File: src/rtl/pb_bounce_pkg.sv
// Shared definitions for the pushbutton bounce emulator.
// FSM state encoding plus the LFSR feedback mask and default seed.
package pb_bounce_pkg;

  typedef enum logic [1:0] {
    IDLE   = 2'd0,
    BOUNCE = 2'd1,
    SETTLE = 2'd2
  } state_t;

  localparam logic [15:0] LFSR_MASK         = 16'hB400;
  localparam logic [15:0] LFSR_DEFAULT_SEED = 16'hACE1;

endpackage

File: src/rtl/pb_lfsr16.sv
// 16-bit Galois LFSR (right-shifting, feedback mask from the package).
// A zero seed would lock the register up, so it is replaced by 1.
module pb_lfsr16
  import pb_bounce_pkg::*;
#(
  parameter logic [15:0] SEED = LFSR_DEFAULT_SEED
) (
  input  logic        clk,
  input  logic        rst,
  input  logic        en,
  output logic [15:0] q
);

  localparam logic [15:0] RESET_VAL = (SEED == 16'h0000) ? 16'h0001 : SEED;

  // Shift right; when a one falls out of bit 0, fold it back in through the mask.
  always_ff @(posedge clk or negedge rst) begin
    if (!rst) begin
      q <= RESET_VAL;
    end else if (en) begin
      q <= q[0] ? ((q >> 1) ^ LFSR_MASK) : (q >> 1);
    end
  end

endmodule

File: src/rtl/pb_bounce_gen.sv
// Mechanical pushbutton emulator: on start, moves pb_out to the requested
// level through a burst of 2K+1 toggles, then holds it for SETTLE_CYC cycles
// before pulsing done.
// Build option BOUNCE_FIXED_EN: K = BOUNCE_MAX and every glitch segment is
// 2^GLITCH_W cycles, giving fully deterministic timing.
module pb_bounce_gen
  import pb_bounce_pkg::*;
#(
  parameter int          BOUNCE_MAX = 3,
  parameter int          GLITCH_W   = 4,
  parameter int          SETTLE_CYC = 20,
  parameter logic [15:0] LFSR_SEED  = LFSR_DEFAULT_SEED
) (
  input  logic clk,
  input  logic rst,
  input  logic start,
  input  logic level,
  output logic pb_out,
  output logic busy,
  output logic done
);

  localparam int SEG_W = GLITCH_W + 1;
  localparam int TOG_W = $clog2(2 * BOUNCE_MAX + 1);
  localparam int SET_W = $clog2(SETTLE_CYC + 1);

  localparam logic [SET_W-1:0] SETTLE_LOAD = SET_W'(SETTLE_CYC);

  state_t             state, state_nx;
  logic               pb_nx, done_nx;
  logic [SEG_W-1:0]   seg_cnt, seg_nx, seg_load;
  logic [TOG_W-1:0]   tog_left, tog_nx, tog_load;
  logic [SET_W-1:0]   settle_cnt, settle_nx;
  logic [15:0]        lfsr_q;

  pb_lfsr16 #(
    .SEED (LFSR_SEED)
  ) u_lfsr (
    .clk (clk),
    .rst (rst),
    .en  (1'b1),
    .q   (lfsr_q)
  );

`ifdef BOUNCE_FIXED_EN
  logic lfsr_unused;
  assign lfsr_unused = ^lfsr_q;
  assign seg_load    = SEG_W'(2 ** GLITCH_W);
  assign tog_load    = TOG_W'(2 * BOUNCE_MAX);
`else
  logic [15:0] k_full;
  assign k_full   = lfsr_q % 16'(BOUNCE_MAX + 1);
  assign seg_load = SEG_W'(lfsr_q[GLITCH_W-1:0]) + SEG_W'(1);
  assign tog_load = TOG_W'({k_full, 1'b0});
`endif

  assign busy = (state != IDLE);

  // Next-state logic: launch a burst, time glitch segments, then settle.
  always_comb begin
    state_nx  = state;
    pb_nx     = pb_out;
    seg_nx    = seg_cnt;
    tog_nx    = tog_left;
    settle_nx = settle_cnt;
    done_nx   = 1'b0;
    case (state)
      IDLE: begin
        if (start) begin
          if (level != pb_out) begin
            pb_nx  = ~pb_out;
            seg_nx = seg_load;
            tog_nx = tog_load;
            if (tog_load == '0) begin
              state_nx  = SETTLE;
              settle_nx = SETTLE_LOAD;
            end else begin
              state_nx = BOUNCE;
            end
          end else begin
            done_nx = 1'b1;
          end
        end
      end
      BOUNCE: begin
        if (tog_left == '0) begin
          state_nx  = SETTLE;
          settle_nx = SETTLE_LOAD;
        end else if (seg_cnt <= SEG_W'(1)) begin
          pb_nx  = ~pb_out;
          tog_nx = tog_left - TOG_W'(1);
          seg_nx = seg_load;
          if (tog_left == TOG_W'(1)) begin
            state_nx  = SETTLE;
            settle_nx = SETTLE_LOAD;
          end
        end else begin
          seg_nx = seg_cnt - SEG_W'(1);
        end
      end
      SETTLE: begin
        if (settle_cnt <= SET_W'(1)) begin
          state_nx = IDLE;
          done_nx  = 1'b1;
        end else begin
          settle_nx = settle_cnt - SET_W'(1);
        end
      end
      default: state_nx = IDLE;
    endcase
  end

  // State and counter registers; reset aborts any burst without a done pulse.
  always_ff @(posedge clk or negedge rst) begin
    if (!rst) begin
      state      <= IDLE;
      pb_out     <= 1'b0;
      seg_cnt    <= '0;
      tog_left   <= '0;
      settle_cnt <= '0;
      done       <= 1'b0;
    end else begin
      state      <= state_nx;
      pb_out     <= pb_nx;
      seg_cnt    <= seg_nx;
      tog_left   <= tog_nx;
      settle_cnt <= settle_nx;
      done       <= done_nx;
    end
  end

endmodule

File: config.mk
export PLATFORM = sky130hd
export DESIGN_NAME = pb_bounce_gen
export DESIGN_NICKNAME = d
export VERILOG_FILES = /design/src/rtl/pb_bounce_pkg.sv /design/src/rtl/pb_lfsr16.sv /design/src/rtl/pb_bounce_gen.sv
export SDC_FILE = /design/constraint.sdc
export NUM_CORES = 1
export LEC_CHECK = 0
export ABC_AREA = 0
export BUFFER_PORTS_ARGS = -buffer_cell sky130_fd_sc_hd__buf_4
export CORE_MARGIN = 3
export CORE_UTILIZATION = 53
export CTS_BUF_LIST = sky130_fd_sc_hd__clkbuf_2 sky130_fd_sc_hd__clkbuf_4 sky130_fd_sc_hd__clkbuf_8
export DETAILED_ROUTE_END_ITERATION = 7
export GPL_TIMING_DRIVEN = 0
export MAX_ROUTING_LAYER = met4
export PLACE_DENSITY_LB_ADDON = 0.1
export SYNTH_ARGS = -nofsm -noshare
export SYNTH_HDL_FRONTEND = slang
export SYNTH_SLANG_ARGS = --single-unit
export TNS_END_PERCENT = 10
File: constraint.sdc
create_clock -name clk -period 4.8 [get_ports clk]
set_input_delay 0.72 -clock clk [delete_from_list [all_inputs] [get_ports clk]]
set_output_delay 0.72 -clock clk [all_outputs]
set_load 0.03 [all_outputs]
==> impl_results.md, run 1 <==
* Inserted Diodes at 0
* Ys Warns at 0
* Post-DP HPWL at 1760 microns
* Worst hold slack at 0.308 ns
* Final hold violations at 0
* Reg2reg path depth at 7
* Final #Nets at 166
* Post-Route WL at 2640 microns
* Die width at roughly 60 microns
* Initial Utilization at 0.561
* Number of H-tree levels at 2
* Hold Path Class: input port to async pin
* Max-slew violation count at 0
* Die area at 3630 sq um
* CP Data Arrival Time at 2.30 ns
* Setup crit end kind: register
* Final ANT Viol Nets at 0
* CTS tree: done
* First-pass GRT wire length at 4470 microns
* Via count at between 1k and 1.5k
* # DRC at 0
* Leakage Power at between 0.8 and 0.9 nW
* Clock transition at the registers of the reported paths at 0.11 ns
* Post-synth EDFFs at 0
* Largest net degree at the start of global routing at 34
* Placed insts at approximately 180
* Area Overhead vs Synth at 11.9%
* DRT iter0 DRCs at 69
* Clk root buf: clkbuf_4
* Syn nets at 153
* Register bit total from synthesis at 33
* 1st-pass router iterations at 4
* Cell variety after synth at 41
* Post-CTS Resized at 0
* Non-filler instance count after layout at 185
* Placed Area at 1640 sq um
* Setup bufs post-CTS at 0
* Highest metal layer with signal wires: met4
* Layout cells sized above 1 at 0.214
* CP max FO at 7
* Via density at 5.63
* # IOs at 7
* Setup_tns at 0 ns
* Fmax at 480 MHz
* Final setup skew at 0.00794 ns
* Seq/Total Area, Yosys at 0.536
* Congestion Overflow GR at 0
* CTS buffer count at 5
* Hold Buf Count CTS at 0
* Die height at 60.3 microns
* Clk Latency, worst-skew pair at 0.32 ns
* CTS max path bufs at 2
* Status: complete, no violations
* Final Cycle Share at 0.434
* Placer's final routability congestion estimate at 0.856
* Mapped Area at 1560 sq um
* Met3 wire length at 101 microns
* Mean Syn Cell Area at about 11 sq um
* Initial antenna violation count at 0
* Fill cells at 242
* Core area at 2780 sq um
* MaxCap Viol Count at 0
* Syn Inst Count at 140
* M1 WL at ~1300 microns
* Startpoint type of the worst setup path: register
* Required @ worst endpoint at approximately 5 ns
* Ys async rst share at 1.00
* TritonCTS Sinks at 33
* Tmin final at 2.08 ns
* Routed wl met2 at 1270 microns
* Unrepaired setup endpoints after global routing: false
* Post-route cell area at 1750 sq um
* GRT Util Overall at 0.175
* Vias in the first global route at between 900 and 1k
* Peak supply drop at slightly above 0.0005 V
* Setup-failing EPs final at 0
* Slew headroom at 0.672
* WL/cell at ~14 microns
* Worst Max-Slew Pin Slew at approximately 0.49 ns
* Buffers on Ports at 6
* Most common cell after layout, fill and taps aside: dfrtp_1
* Row Count at 19
* PD cells at 563 nW/um^2
* Core Util, Final at 0.628
* Setup Crit Path Kind: register to register
* Synth Flop Type: dfrtp_1
[registers in the layout, indices dropped and copies added, names as in the netlist]
register    flops
settle_cnt      5
tog_left        3
pb_out          1
state           2
done            1
u_lfsr.q       16
seg_cnt         5
[layer usage]
| metal | vias up | global-route usage |
|---|---|---|
| li1 | 514 | - |
| met4 | 0 | 0.0601 |
| met1 | 508 | 0.215 |
| met5 | - | - |
| met2 | 17 | 0.269 |
| met3 | 2 | 0.0605 |
[cell families (layout without fill, tap and decap cells)]
family	after synthesis	count (layout)	synth area share
xor+xnor	7	7	0.0441
buf+inv	14	28	0.0401
fa+ha+maj	9	9	0.0722
flops	33	33	0.536
mux	2	2	0.0144
compound gates	36	36	0.152
simple gates	39	39	0.141
[Yosys cell counts, types with 3 or more instances]
| cell type | n | share of area |
|---|---|---|
| a21oi_1 | 9 | 0.029 |
| a31oi_1 | 3 | 0.012 |
| dfrtp_1 | 25 | 0.40 |
| dfstp_2 | 8 | 0.13 |
| ha_1 | 9 | 0.072 |
| inv_1 | 9 | 0.022 |
| nand2_1 | 9 | 0.022 |
| nand2b_1 | 3 | 0.012 |
| nand3_1 | 6 | 0.019 |
| nor2_1 | 9 | 0.022 |
| o21ai_1 | 5 | 0.016 |
| o22ai_1 | 3 | 0.012 |
| o31ai_1 | 4 | 0.019 |
| xor2_1 | 6 | 0.034 |
[critical path: stages, from the launching register on]
cell	delay, ns
dfstp_2	0.56
clkbuf_1	0.36
inv_1	0.09
ha_1	0.24
a31oi_1	0.17
a21oi_1	0.07
nand3_2	0.16
mux2_1	0.34
[metrics by stage]
| step | worst slack [ns] | power (mW) |
|---|---|---|
| finish | 2.72 | 0.984 |
| detailed placement | 2.70 | 0.732 |
| CTS | 2.68 | 0.993 |
| global route | 2.58 | 1.06 |
| global placement | 2.73 | 0.718 |
| floorplan | 2.95 | 0.648 |
[path summary, 6_finish.rpt]
kind | startpoint | endpoint | slack, ns
worst max-delay path | u_lfsr.q[0] | settle_cnt[1] | 2.72
worst min-delay path | rst | settle_cnt[4] | 0.31
worst max register to register | u_lfsr.q[0] | settle_cnt[1] | 2.72
worst min register to register | u_lfsr.q[8] | u_lfsr.q[7] | 0.36
max in group asynchronous | rst | u_lfsr.q[0] | 4.17
min in group clk | u_lfsr.q[8] | u_lfsr.q[7] | 0.36
[cell type report]
class	count	area, sq um	area share
flip-flops and latches	33	836	0.479
multi-input cells	93	662	0.379
clock inverters	3	65.1	0.0372
repair buffers	6	45.0	0.0258
well taps	31	38.8	0.0222
clock buffers	5	37.5	0.0215
inverters	10	37.5	0.0215
plain buffers	4	25.0	0.0143
[where the power goes]
part	leakage, nW	switching, mW	internal [mW]
Sequential	0.407	0.0579	0.338
Clock	0.0552	0.0933	0.161
Combinational	0.339	0.194	0.139
Total	0.801	0.345	0.639
No activity file was read; power rests on OpenSTA's default activity.
==> run 2, diff against run 1 <==
--- a/config.mk
+++ b/config.mk
@@ -5,7 +5,7 @@
 export SDC_FILE = /design/constraint.sdc
 export NUM_CORES = 1
 export LEC_CHECK = 0
-export ABC_AREA = 0
+export ABC_AREA = 1
 export BUFFER_PORTS_ARGS = -buffer_cell sky130_fd_sc_hd__buf_4
 export CORE_MARGIN = 3
 export CORE_UTILIZATION = 53
==> constraint.sdc (replaced) <==
create_clock -name clk -period 1.85 [get_ports clk]
set_input_delay 0.2775 -clock clk [delete_from_list [all_inputs] [get_ports clk]]
set_output_delay 0.2775 -clock clk [all_outputs]
set_load 0.03 [all_outputs]
==> impl_results.md, run 2 <==
* TritonCTS Sinks at 33
* Hold Path Class: input port to register
* MaxCap Viol Count at 0
* Top post-synthesis cells by count: nand2_1, dfrtp_1, nand3_1
* Buffers on Ports at 6
* Cell taking the most area after synthesis: dfrtp_1
* Register bit total from synthesis at 33
* M1 WL at 1410 microns
* Via density at 5.16
* DRT iter0 DRCs at 81
* Clk Latency, worst-skew pair at 0.34 ns
* Setup_tns at 0 ns
* Compound-Gate Fraction of Synth Area at 0.0793
* WL/cell at roughly 12 microns
* Post-synth EDFFs at 0
* CTS max path bufs at 2
* Mapped Area at around 1700 sq um
* First-pass GRT wire length at 5280 microns
* Most frequent cells in the layout: nand2_1, dfrtp_1, nand3_1
* Largest regs: u_lfsr.q (16), seg_cnt (5), settle_cnt (5)
* Die area at 3870 sq um
* Final hold violations at 0
* Clk root buf: clkbuf_4
* Setup Crit Path Kind: register to primary output
* Peak supply drop at 0.000808 V
* Required @ worst endpoint at 1.57 ns
* Combined area of the multi-input logic cells at 762 sq um
* Most common cell after layout, fill and taps aside: nand2_1
* CP max FO at 4
* Setup ws final at 0.212 ns
* Largest family of logic cells by synthesized area: simple AND/OR/NAND/NOR gates
* Max reg flops at 16
* CP cell instances: nor2_1, inv_1, buf_4
* Final Cycle Share at 0.886
* Layout cells sized above 1 at 0.199
* Largest Register: u_lfsr.q
* Place WS at 0.138 ns
* Seq/Total Area, Yosys at 0.500
* Placer's final routability congestion estimate at 0.800
* Initial antenna violation count at 0
* Area Overhead vs Synth at 11.2%
* Fmax at ~610 MHz
* PD cells at around 1300 nW/um^2
* Final #Nets at between 200 and 250
* Adder-cell area share of the yosys netlist at 0.0673
* Unrepaired setup endpoints after global routing: false
* Syn Inst Count at 182
* Top-count cell post-synth: nand2_1
* Setup crit end kind: primary output
* Tmin final at 1.64 ns
* Mean Syn Cell Area at 9.19 sq um
* GRT Util Overall at 0.178
* Syn nets at ~200
* Ys async rst share at 1.00
* Status: complete, no violations
* Cell variety after synth at 23
* Post-synthesis simple-gate area fraction at 0.254
* 1st-pass router iterations at 4
* Max-slew violation count at 0
* Largest net degree at the start of global routing at 34
* Die width at 62.2 microns
* Met3 wire length at between 100 and 150 microns
* Congestion Overflow GR at 0
* Synth Flop Type: dfrtp_1
* Setup bufs post-CTS at 0
* CTS buffer count at 5
* Initial Utilization at 0.582
* Number of H-tree levels at 2
* Ys Warns at 0
* Fill cells at 251
* Routed wl met2 at 1290 microns
* Highest metal layer with signal wires: met4
* Die height at approximately 62 microns
* Mux cell area share after synthesis at 0
* Core area at 2880 sq um
* Clock transition at the registers of the reported paths at 0.10 ns
* Synth area leaders: dfrtp_1, dfstp_2, nand2_1, ha_1, nand3_1
* CTS tree: done
* Slowest-stage cell, CP: dfrtp_1
* CP max stage delay at 0.46 ns
* CP Data Arrival Time at 1.36 ns
* Vias in the first global route at approximately 1.2k
* Post-DP HPWL at 2080 microns
* Slew headroom at 0.736
* Leakage Power at 0.964 nW
* Final setup skew at 0.0198 ns
* # DRC at 0
* Post-Synth XOR/XNOR Area at 0.0524
* Inserted Diodes at 0
* Setup-failing EPs final at 0
* Register area at 836 sq um
* Final ANT Viol Nets at 0
* Startpoint type of the worst setup path: register
* Via count at 1227
* Overall power at between 2 and 2.5 mW
* # IOs at 7
* Worst Max-Slew Pin Slew at about 0.40 ns
* Row Count at 19
* Top-area cell type share of the netlist area at 0.374
* Post-Route WL at slightly below 3000 microns
-- run 2: changes by cell type in the layout (fill, tap and decap cells not counted), moves of 4 or more --
| cell | before | now |
|---|---|---|
| nand3_1 | 6 | 20 |
| or2_2 | 0 | 4 |
| o31ai_1 | 4 | 0 |
| o21ai_1 | 5 | 1 |
| o21ai_0 | 2 | 7 |
| o21bai_1 | 1 | 7 |
| nand2_1 | 9 | 45 |
| nand2_4 | 0 | 4 |
| inv_1 | 9 | 19 |
| a21oi_1 | 9 | 1 |
-- run 2: metrics by stage --
| step | area, sq um | hold slack [ns] | instances | utilization |
|---|---|---|---|---|
| finish | 1860 | 0.229 | 238 | 0.647 |
| global route | 1860 | 0.223 | 238 | 0.647 |
| CTS | 1860 | 0.210 | 239 | 0.647 |
| detailed placement | 1770 | 0.235 | 230 | 0.615 |
| global placement | 1770 | 0.226 | 230 | 0.615 |
| floorplan | 1670 | -0.0181 | 182 | - |
-- run 2: repair_timing --
| action | 4_1_cts | 5_1_grt |
|---|---|---|
| gates resized for setup | 0 | 1 |
| hold buffers | 1 | 0 |
| hold endpoints to repair | 25 | 0 |
| endpoints found under the setup margin | 0 | 2 |
-- run 2: final timing paths --
| path | from | to | slack (ns) | cells past startpoint |
|---|---|---|---|---|
| max in group asynchronous | rst | u_lfsr.q[15] | 1.11 | 2 |
| setup / recovery | state[1] | busy | 0.21 | 3 |
| hold reg to reg | u_lfsr.q[12] | u_lfsr.q[11] | 0.36 | 0 |
| min in group asynchronous | rst | seg_cnt[4] | 0.39 | 2 |
| setup reg to reg | u_lfsr.q[0] | settle_cnt[2] | 0.24 | 10 |
| hold / removal | start | done | 0.23 | 3 |
-- run 2: report_power, final --
part | switching [mW] | internal, mW | leakage, nW | total (mW)
Clock | 0.241 | 0.298 | 0.0456 | 0.538
Sequential | 0.0856 | 0.824 | 0.416 | 0.909
Combinational | 0.598 | 0.345 | 0.503 | 0.943
-- run 2: cells by family (layout without fill, tap and decap cells) --
group,Yosys count,after routing
fa+ha+maj,9,9
compound gates,20,20
flops,33,33
buf+inv,21,35
xor+xnor,10,10
simple gates,89,89
-- run 2: layer usage --
metal / track usage / vias to the layer above
met2: 0.257 / 33
li1: - / 603
met4: 0.0912 / 0
met3: 0.0468 / 9
met5: - / -
met1: 0.230 / 582
-- run 2: final cells by class --
type / instances / area share
multi-input combinational: 128 / 0.410
sequential: 33 / 0.449
tap: 42 / 0.0282
clock buffer: 6 / 0.0242
clock inverter: 2 / 0.0188
timing repair buffer: 7 / 0.0296
inverter: 20 / 0.0403
-- run 2: critical path: cells and delay by family, from the launching register on --
family	cells	cell delay [ns]
buffers and inverters	2	0.28
flip-flops	1	0.46
AND/OR/NAND/NOR	1	0.29
